$ cat config.mk
export PLATFORM = sky130hd
export DESIGN_NAME = frame_scan_pipe
export DESIGN_NICKNAME = d
export VERILOG_FILES = /design/src/rtl/frame_scan_pipe.sv
export SDC_FILE = /design/constraint.sdc
export NUM_CORES = 1
export LEC_CHECK = 0
export ABC_AREA = 0
export CAP_MARGIN = 20
export CORE_AREA = 2 2 163 125
export CTS_CLUSTER_SIZE = 40
export DETAILED_ROUTE_END_ITERATION = 10
export DIE_AREA = 0 0 165 127
export GPL_TIMING_DRIVEN = 0
export PLACE_DENSITY = 0.64
export SYNTH_ARGS = -nofsm -noshare
export SYNTH_HDL_FRONTEND = slang
export SYNTH_SLANG_ARGS = --single-unit
$ cat constraint.sdc
create_clock -name clk -period 3.4 [get_ports clk]
set_input_delay 0.34 -clock clk [delete_from_list [all_inputs] [get_ports clk]]
set_output_delay 0.34 -clock clk [all_outputs]
set_load 0.05 [all_outputs]
$ cat src/rtl/frame_scan_pipe.sv
// Pixel scan generator and framebuffer writer: sweeps (x, y) through an external shader, aligns results, writes SRAM.
// Optional macro SWAP_ON_VSYNC_EN: the double-buffer swap waits for a synchronised vsync rising edge.
module frame_scan_pipe #(
   parameter int H_RES      = 800,
   parameter int V_RES      = 600,
   parameter int PIPE_DEPTH = 3,
   parameter int XW         = 10,
   parameter int YW         = 10,
   parameter int ADDR_W     = 19
) (
   input  logic              clk,
   input  logic              reset_btn,
   input  logic              draw_req,
   input  logic              vsync,
   output logic [XW-1:0]     pix_x,
   output logic [YW-1:0]     pix_y,
   output logic              pix_valid,
   output logic              pipe_stall,
   input  logic [23:0]       shade_rgb,
   output logic              sram_wr_en,
   output logic [ADDR_W-1:0] sram_wr_addr,
   output logic [31:0]       sram_wr_data,
   input  logic              sram_wr_ready,
   output logic              wr_addr_offset,
   output logic              rd_addr_offset,
   output logic              busy,
   output logic              frame_done
);

   // state   | meaning
   // S_IDLE  | waiting for draw_req
   // S_SCAN  | issuing one pixel per advancing cycle
   // S_DRAIN | flushing the pipeline until the last write is accepted
   // S_SWAP  | toggling buffer offsets, pulsing frame_done
   localparam logic [1:0] S_IDLE  = 2'd0;
   localparam logic [1:0] S_SCAN  = 2'd1;
   localparam logic [1:0] S_DRAIN = 2'd2;
   localparam logic [1:0] S_SWAP  = 2'd3;

   if (longint'(H_RES) * longint'(V_RES) > (longint'(1) << ADDR_W)) begin : g_addr_chk
      $error("frame_scan_pipe: H_RES*V_RES does not fit in ADDR_W");
   end
   if (PIPE_DEPTH < 1) begin : g_depth_chk
      $error("frame_scan_pipe: PIPE_DEPTH must be at least 1");
   end

   logic [1:0]            state;
   logic [XW-1:0]         x_cnt;
   logic [YW-1:0]         y_cnt;
   logic [ADDR_W-1:0]     addr_cnt;
   logic [PIPE_DEPTH-1:0] v_pipe;
   logic [ADDR_W-1:0]     a_pipe [PIPE_DEPTH];
   logic                  advance;
   logic                  last_pix;
   logic                  pipe_empty;
   logic                  swap_go;

   assign advance    = !(sram_wr_en && !sram_wr_ready);
   assign pipe_stall = !advance;
   assign pix_valid  = v_pipe[0];
   assign busy       = (state != S_IDLE);
   assign last_pix   = (x_cnt == XW'(H_RES - 1)) && (y_cnt == YW'(V_RES - 1));
   assign pipe_empty = (v_pipe == '0) && !sram_wr_en;

`ifdef SWAP_ON_VSYNC_EN
   logic vs_s1, vs_s2, vs_s3;

   always_ff @(posedge clk) begin
      if (reset_btn) begin
         vs_s1 <= 1'b0;
         vs_s2 <= 1'b0;
         vs_s3 <= 1'b0;
      end else begin
         vs_s1 <= vsync;
         vs_s2 <= vs_s1;
         vs_s3 <= vs_s2;
      end
   end

   assign swap_go = vs_s2 && !vs_s3;
`else
   logic unused_vsync;
   assign unused_vsync = vsync;
   assign swap_go      = 1'b1;
`endif

   always_ff @(posedge clk) begin
      if (reset_btn) begin
         state          <= S_IDLE;
         x_cnt          <= '0;
         y_cnt          <= '0;
         addr_cnt       <= '0;
         v_pipe         <= '0;
         for (int i = 0; i < PIPE_DEPTH; i++) a_pipe[i] <= '0;
         pix_x          <= '0;
         pix_y          <= '0;
         sram_wr_en     <= 1'b0;
         sram_wr_addr   <= '0;
         sram_wr_data   <= '0;
         wr_addr_offset <= 1'b1;
         rd_addr_offset <= 1'b0;
         frame_done     <= 1'b0;
      end else begin
         frame_done <= 1'b0;

         // Every stage, including the shader outside, moves only on advance.
         if (advance) begin
            v_pipe[0] <= (state == S_SCAN);
            if (state == S_SCAN) begin
               pix_x     <= x_cnt;
               pix_y     <= y_cnt;
               a_pipe[0] <= addr_cnt;
            end
            for (int i = 1; i < PIPE_DEPTH; i++) begin
               v_pipe[i] <= v_pipe[i-1];
               a_pipe[i] <= a_pipe[i-1];
            end
            sram_wr_en <= v_pipe[PIPE_DEPTH-1];
            if (v_pipe[PIPE_DEPTH-1]) begin
               sram_wr_addr <= a_pipe[PIPE_DEPTH-1];
               sram_wr_data <= {8'h00, shade_rgb};
            end
         end

         case (state)
            S_IDLE: begin
               if (draw_req) begin
                  state    <= S_SCAN;
                  x_cnt    <= '0;
                  y_cnt    <= '0;
                  addr_cnt <= '0;
               end
            end
            S_SCAN: begin
               if (advance) begin
                  addr_cnt <= addr_cnt + ADDR_W'(1);
                  if (x_cnt == XW'(H_RES - 1)) begin
                     x_cnt <= '0;
                     y_cnt <= y_cnt + YW'(1);
                  end else begin
                     x_cnt <= x_cnt + XW'(1);
                  end
                  if (last_pix) state <= S_DRAIN;
               end
            end
            S_DRAIN: begin
               if (pipe_empty) state <= S_SWAP;
            end
            default: begin
               if (swap_go) begin
                  wr_addr_offset <= !wr_addr_offset;
                  rd_addr_offset <= !rd_addr_offset;
                  frame_done     <= 1'b1;
                  state          <= S_IDLE;
               end
            end
         endcase
      end
   end

endmodule

Word level (Yosys, flattened, before mapping)
Memories as Yosys holds them, arrays and structs flattened. A register that Yosys moved wholly into a read port is not among the register bits.
Cells that the tools add are included.
{"block": "totals", "ff_bits": 92, "mem_bits_rw": 57, "input_bits": 29, "output_inout_bits": 78, "word_cells": 74, "mem_count": 1}
{"name": "a_pipe", "depth": 3, "word_bits": 19, "rd": 3, "rd_ports_with_merged_regs": 1, "write_ports": 3, "line_no": "52", "text": "logic [ADDR_W-1:0] a_pipe [PIPE_DEPTH];"}
{"block": "classes", "n_addsub": 3, "n_eq_ne": 9, "muxes": 28, "bitwise_logic": 4, "n_reduce_logical": 17}
{"cell": "2-to-1 mux 19 bit", "n": 5}
{"cell": "2-to-1 mux 10 bit", "n": 5}
{"cell": "case mux 10 bit (2 select lines)", "n": 2}
{"cell": "case mux 19 bit (2 select lines)", "n": 1}
{"cell": "adder 10 x 1 -> 10 bit (second input constant)", "n": 2}
{"cell": "== test 10 bit (second input constant)", "n": 2}
{"cell": "adder 19 x 1 -> 19 bit (second input constant)", "n": 1}
{"cell": "2-to-1 mux 1 bit", "n": 10}
{"cell": "2-to-1 mux 2 bit", "n": 4}
{"cell": "inequality test 2 bit (second input constant)", "n": 4}
{"cell": "AND reduction 4 bit", "n": 2}
{"cell": "case mux 2 bit (3 select lines)", "n": 1}
{"cell": "logical NOT 1 bit", "n": 4}
{"cell": "AND reduction 2 bit", "n": 2}
{"cell": "nonzero test 2 bit", "n": 2}
{"cell": "logical AND 1 bit", "n": 3}
{"cell": "logical NOT 3 bit", "n": 1}
{"cell": "OR 1 bit", "n": 3}
{"cell": "AND reduction 3 bit", "n": 1}
{"cell": "OR reduction 3 bit", "n": 1}
{"cell": "== test 2 x 1 -> 1 bit (second input constant)", "n": 1}
{"cell": "== test 2 bit (second input constant)", "n": 1}
{"cell": "logical NOT 2 bit", "n": 1}
{"cell": "inequality test 2 x 1 -> 1 bit (second input constant)", "n": 1}
{"cell": "NOT 1 bit", "n": 1}

Depth between registers and ports, before layout
Gate-level depths: netlist of run 1.
{"block": "depth", "word_depth": 6, "depth_mapped": 8, "depth_no_buf": 6}

Least setup slack after synthesis of run 1
Ideal clock, no wire load.
{"block": "synth_path", "kind": "reg-to-reg", "from": "register sram_wr_en", "to": "memory a_pipe[1][0] (enable)", "setup_time_ns": 0.536, "arrival_ns": 2.516, "required_time_ns": 2.864, "slack_ns": 0.348, "stages_incl_launch_ff": 6, "path_buffers": 2, "period_less_slack_ns": 3.052, "path_cell_list": "dfxtp_1 -> nand2b_1 -> clkbuf_1 -> inv_1 -> clkbuf_1 -> nand2b_1"}
{"element": "start, declared", "line_no": "20", "text": "output logic sram_wr_en,"}
{"element": "start signal, assigned", "line_no": "118", "text": "sram_wr_en <= v_pipe[PIPE_DEPTH-1];"}
{"element": "end, declared", "line_no": "52"}

Worst setup path after layout of run 1
{"block": "layout_path", "from": "input sram_wr_ready", "to": "output pipe_stall"}
{"block": "layout_via", "elab_chain_len": 2}
{"element": "start, declared", "line_no": "23", "text": "input logic sram_wr_ready,"}
{"element": "logical NOT 1 bit", "line_no": "58", "text": "assign advance = !(sram_wr_en && !sram_wr_ready);"}
{"element": "logical AND 1 bit", "line_no": "58"}
{"element": "end, declared", "line_no": "18", "text": "output logic pipe_stall,"}
No other way between the ends.

==> results.rst, run 1 <==
.. list-table::
   :header-rows: 1

   * - Metric
     - Value
   * - Clk sink count
     - 168
   * - Count of mapped cells out of synthesis
     - 660
   * - Number of nets in the layout
     - around 820
   * - Worst setup startpoint
     - sram_wr_ready
   * - Fraction of final layout cells with drive strength greater than 1
     - 6.29%
   * - Relative slew margins
     - between 30% and 40%
   * - Count of endpoints failing setup in the final report
     - 0
   * - Post-layout minimum cycle time
     - 2.97 ns
   * - Gate family responsible for the most delay along the worst path
     - buffers and inverters
   * - Number of distinct library cells after synthesis
     - 54
   * - Cts bufs inserted
     - 17
   * - Max layer used
     - met4
   * - Io pins
     - 107
   * - Post-CTS setup buffers
     - 0
   * - Wire length of the first global-routing pass
     - 23.0 mm
   * - Status
     - finished clean
   * - Largest cells by area after synthesis
     - dfxtp_1, edfxtp_1, nand2_1
   * - Register bit count reported by yosys
     - 168
   * - Area delta synth->final
     - 28.4%
   * - DRT Wirelength
     - roughly 14 mm
   * - Number of core rows
     - between 40 and 50
   * - Library cell with the largest summed area after synthesis
     - dfxtp_1
   * - Total area of sequential cells
     - about 4000 sq um
   * - Worst Setup Start Kind
     - input pin
   * - Iteration count of the initial detailed-routing pass
     - 4
   * - Placer congestion estimate
     - slightly above 0.8
   * - Post-synth EDFFs
     - 57
   * - Critical Path End Type
     - output pin
   * - Post-route cell area
     - 8610 sq um
   * - Number of violations of the max-capacitance limit
     - 0
   * - Most used DFF post-synth
     - dfxtp_1
   * - Syn Std Cell Area
     - 6700 sq um
   * - Share of synthesized registers carrying an async set or reset
     - 0%
   * - Initial antenna violation count
     - 0
   * - Synthesized area per cell
     - 10.2 sq um
   * - # DRC
     - 0
   * - Residual overflow from global routing
     - 0
   * - Number of warnings reported in the yosys synthesis log
     - 0
   * - Type of the most critical hold path
     - reg -> reg
   * - Vias
     - between 4000 and 5000
   * - Area share of the largest cell type after synthesis
     - 33.1%
   * - Average wire per cell in the routed design
     - 13.6 microns
   * - Setup TNS
     - 0 ns
   * - Placed Area
     - 8010 sq um
   * - Hold Crit Start
     - sram_wr_addr[18]$_SDFFE_PP0P_
   * - Static leakage
     - 0.00304 uW
   * - Starting density of the core
     - 34.9%
   * - Slew at the pin closest to its max-slew limit
     - 0.905 ns
   * - Crit path cell chain
     - clkdlybuf4s50_1 -> nand2b_1 -> clkbuf_1 -> inv_1 -> clkbuf_1 -> clkdlybuf4s50_1
   * - Clock tree buffer depth
     - 2
   * - Die outline area
     - 21000 sq um
   * - Power density over cell area
     - 590 nW/um^2
   * - Maximum number of pins on one net before global-route repair
     - 40
   * - Number of port buffers
     - 96
   * - Max incr delay on CP
     - 0.91 ns
   * - Dpl hpwl
     - 9.93 mm
   * - Worst skew pair latency
     - 0.42 ns
   * - Critical R2R Launch
     - state[1]$_SDFFE_PP0P_
   * - Clock tree from TritonCTS
     - yes
   * - Antenna diode instance count
     - 0
   * - Count of pins over their slew limit
     - 0
   * - Type of the worst setup path
     - in -> out
   * - Top achievable clock speed
     - 336 MHz
   * - First DRT Iteration DRCs
     - between 200 and 300
   * - Signal arrival time at the worst endpoint
     - about 2.6 ns
   * - Final setup skew
     - between 0.009 and 0.01 ns
   * - H-tree lvl count
     - 4
   * - Worst Path Required
     - between 3 and 4 ns
   * - Count of filler cells inserted in the layout
     - 1832
   * - Fraction of the cycle the final worst path needs
     - 87.4%
   * - Gates resized, CTS repair
     - 0
   * - Maximum fanout encountered on the critical timing path
     - 10
   * - Multi-input combinational cell area
     - 2550 sq um
   * - Slowest cell on the critical path
     - clkdlybuf4s50_1
   * - Routed length on met1
     - 7.26 mm
   * - Met2 wire length
     - 6.13 mm
   * - Detailed-routed wire length on met3
     - 817 microns
   * - WP buf/inv
     - 5
   * - IR Drop Worst-Case VDD
     - 276 uV
   * - Gr usage total
     - 13.8%
   * - RSZ-0062 raised after global routing
     - false
   * - Placeable Area
     - 19200 sq um
   * - Final-report hold violation count
     - 0
   * - Via count of the first global-routing pass
     - 4544
   * - Hold buffer count at CTS
     - 0
   * - Clk root buf
     - clkbuf_16
   * - Die W
     - 165 microns
   * - Via/cell ratio
     - between 4 and 5
   * - Clock slew at the register clock pins of the worst setup and hold paths
     - approximately 0.070 ns
   * - Die outline height
     - about 130 microns
   * - Antenna Violating Nets Remaining
     - 0
   * - Sequential share of the synthesized area
     - 58.7%
[power by group]
group / total [uW] / switching (uW) / internal [uW] / leakage (uW)
sequential: 2300 / 62.4 / 2240 / 0.00155
clock: 1940 / 823 / 1110 / 0.000302
combinational: 847 / 571 / 276 / 0.00118
[flip-flops by register name, indices dropped and copies added (netlist names)]
register	flops
a_pipe	57
sram_wr_data	24
addr_cnt	19
sram_wr_addr	19
pix_x	10
pix_y	10
x_cnt	10
y_cnt	10
v_pipe	3
state	2
frame_done	1
rd_addr_offset	1
sram_wr_en	1
wr_addr_offset	1
[final timing paths]
check                                   to  cells past startpoint  slack (ns)
max                             pipe_stall                      6        0.43
min          sram_wr_addr[18]$_SDFFE_PP0P_                      2        0.45
max reg2reg    a_pipe[0][13]$_SDFFCE_PN0P_                      6        0.78
min reg2reg  sram_wr_addr[18]$_SDFFE_PP0P_                      2        0.45
[synthesized netlist by cell type, drive strengths merged, types with 8 or more instances]
| library cell | count |
|---|---|
| nand4 | 11 |
| o21ai | 11 |
| a21oi | 68 |
| edfxtp | 57 |
| nand2 | 111 |
| nor2 | 27 |
| and2 | 56 |
| buf | 12 |
| xnor2 | 8 |
| dfxtp | 111 |
| or3 | 8 |
| o31ai | 9 |
| nand3 | 17 |
| clkbuf | 34 |
| a22o | 20 |
| or4 | 13 |
| inv | 11 |
[metrics by stage]
| step | cells | setup WS [ns] | util (%) | total power, uW | hold slack (ns) |
|---|---|---|---|---|---|
| after floorplan | 667 | 0.348 | - | 2920 | 0.440 |
| after global placement | 1016 | 0.0141 | 41.7 | 3180 | 0.442 |
| after detailed placement | 1016 | 0.408 | 41.7 | 3190 | 0.446 |
| after CTS | 1048 | 0.391 | 44.8 | 5130 | 0.441 |
| after global routing | 1048 | 0.295 | 44.8 | 5310 | 0.460 |
| final | 1048 | 0.427 | 44.8 | 5080 | 0.454 |
[per-layer routing]
metal / vias up / track usage, %
li1: 2563 / -
met1: 2229 / 19.5
met2: 120 / 20.8
met3: 4 / 3.77
met4: 0 / 4.04
met5: - / 0
[placed cells by master (no fill, tap or decap), types with 11 or more instances in the layout]
master	Yosys	final
a21oi_1	68	68
a22o_1	20	20
and2_1	56	56
clkbuf_1	34	34
clkbuf_16	0	18
clkdlybuf4s50_1	0	96
dfxtp_1	111	111
edfxtp_1	57	57
inv_1	11	11
nand2_1	111	111
nand3_1	17	17
nand4_1	11	11
nor2_1	27	27
o21ai_0	11	11
or4_1	12	12
[worst min-delay path, cell delays in order, from the launching register on]
cell and delay, ns:
dfxtp_1 0.31, nand2_1 0.05, a21oi_1 0.05
[cells by family after synthesis]
group	count (synthesis)	share of synthesized area [%]
buffers and inverters	57	3.77
other	1	0.0559
DFF	168	58.7
xor gates and xnor gates	14	1.83
and+or+nand+nor	282	21.7
adders and majority gates	7	1.31
muxes	8	1.21
AOI/OAI and AO/OA	123	11.5
[final cells by class]
class | instances | share of cell area, %
sequential | 168 | 45.7
multi-input combinational | 442 | 29.6
timing repair buffer | 96 | 11.2
clock buffer | 20 | 5.55
tap | 253 | 3.68
buffer | 46 | 2.46
clock inverter | 12 | 1.42
inverter | 11 | 0.480
Power figures use the tool's default switching activity.
==> inputs of run 2 (changes only) <==
- SKIP_LAST_GASP: not set -> 1
==> results of run 2 <==
Same layout as run 1: the final DEF is identical, and so are final timing and power.
==> edit, RTL diff (settings of run 2) <==
The option `SWAP_ON_VSYNC_EN` is turned on by a define.
--- a/src/rtl/frame_scan_pipe.sv
+++ b/src/rtl/frame_scan_pipe.sv
@@ -2,2 +2,4 @@
 // Optional macro SWAP_ON_VSYNC_EN: the double-buffer swap waits for a synchronised vsync rising edge.
+`define SWAP_ON_VSYNC_EN
+
 module frame_scan_pipe #(
Formal check against the unedited RTL: no difference found for any inputs over 10 cycles, from zero or initial values and one cycle with reset_btn high; that may be too few to reach the edited logic, so the function may still have changed.
==> edit against run 2 <==
Synthesized cell count rose by 6.2%. Wire length rose by 10%. Cell area rose by 1.7%. Sequential cell count rose by 3. Non-clock buffer count rose by 4. Area after synthesis rose by 2.0%. Sequential share of layout area fell by 0.065 points. Total power barely moved. First-iteration DRC count rose by 33%. Clock skew rose by 0.0030 ns. Final cell count rose by 4.2%. Worst setup slack got worse by 0.022 ns.
==> edit: results (changes against run 2) <==
status finished, final reports clean; Layout Nets 861 (+5.3%); synth unique cells 53 (-1.9%); Detailed Route WL 15.8 mm (+10%); Area contributors post-synth dfxtp_1 (33%), edfxtp_1 (25%), nand2_1 (8.1%), a21oi_1 (6.2%), and2_1 (5.3%); HPWL Detailed 11.3 mm (+14%); hold_ws 0.442 ns (-0.0116 ns); Hold Path Depth 1 (-1); GPL Wtd Cong 0.866 (+4.2%); post-synthesis mux area share 1.04% (-0.17 points); R2R cell count 7 (+1); Synth Area in XOR/XNOR 1.67% (-0.16 points); clock skew 0.0129 ns (+0.00300 ns); PortBufs 98 (+2.1%); CP arrival 2.65 ns (+0.02 ns); Leak Pwr 3.02 nW (-0.85%); drt pass-1 iters 5 (+1); first-pass GRT wire length 24.9 mm (+8.1%); vias in the first global route 4757 (+4.7%); Post-Synth Adder-Cell Area 1.28% (-0.025 points); hold endpoint vs_s2$_SDFF_PP0_; drt first-iter violations 391 (+33%); vias 5229 (+6.4%); maximum VDD drop 0.000347 V (+26%); Seq/Total Area, Yosys 58.4% (-0.26 points); share of cells above drive strength 1 5.73% (-0.56 points)
==> edit: worst max path at each step <==
stage	from	end	slack, ns
after floorplan	sram_wr_en$_SDFFE_PP0N_	a_pipe[1][0]$_SDFFCE_PN0P_	0.36
after global placement	sram_wr_ready	a_pipe[2][4]$_SDFFCE_PN0P_	-0.005
after global routing	sram_wr_en$_SDFFE_PP0N_	pipe_stall	0.28
after detailed placement	sram_wr_ready	pipe_stall	0.40
final	sram_wr_ready	pipe_stall	0.41
after CTS	sram_wr_ready	pipe_stall	0.40
==> edit: area by class of cell <==
class | instances | area, µm²
fill | 1801 | 10500
sequential | 171 | 3990
multi-input combinational | 478 | 2610
timing repair buffer | 98 | 981
clock buffer | 20 | 479
tap | 253 | 317
buffer | 48 | 219
clock inverter | 12 | 110
inverter | 11 | 41.3
antenna | 1 | 2.50
==> edit: through the flow <==
step | TNS, ns | util (%) | cell area (µm²) | cells
6_report | 0 | 45.6 | 8750 | 1092
5_1_grt | 0 | 45.6 | 8750 | 1091
4_1_cts | 0 | 45.6 | 8750 | 1091
3_3_place_gp | -0.138 | 42.5 | 8160 | 1059
2_1_floorplan | 0 | - | 6860 | 708
3_5_place_dp | 0 | 42.5 | 8160 | 1059
==> edit: metal layers <==
metal	wire (µm)	share of wire, %	vias to the layer above	global-route usage (%)
met5	0	0	-	0
met1	8090	51	2408	22.2
met2	6620	42	137	21.8
met4	154	0.98	0	4.30
met3	891	5.7	16	4.03
li1	-	-	2668	-
==> edit: report_power, final <==
part	switching (mW)	internal, mW
clock	0.865	1.05
sequential	0.0604	2.26
combinational	0.583	0.257
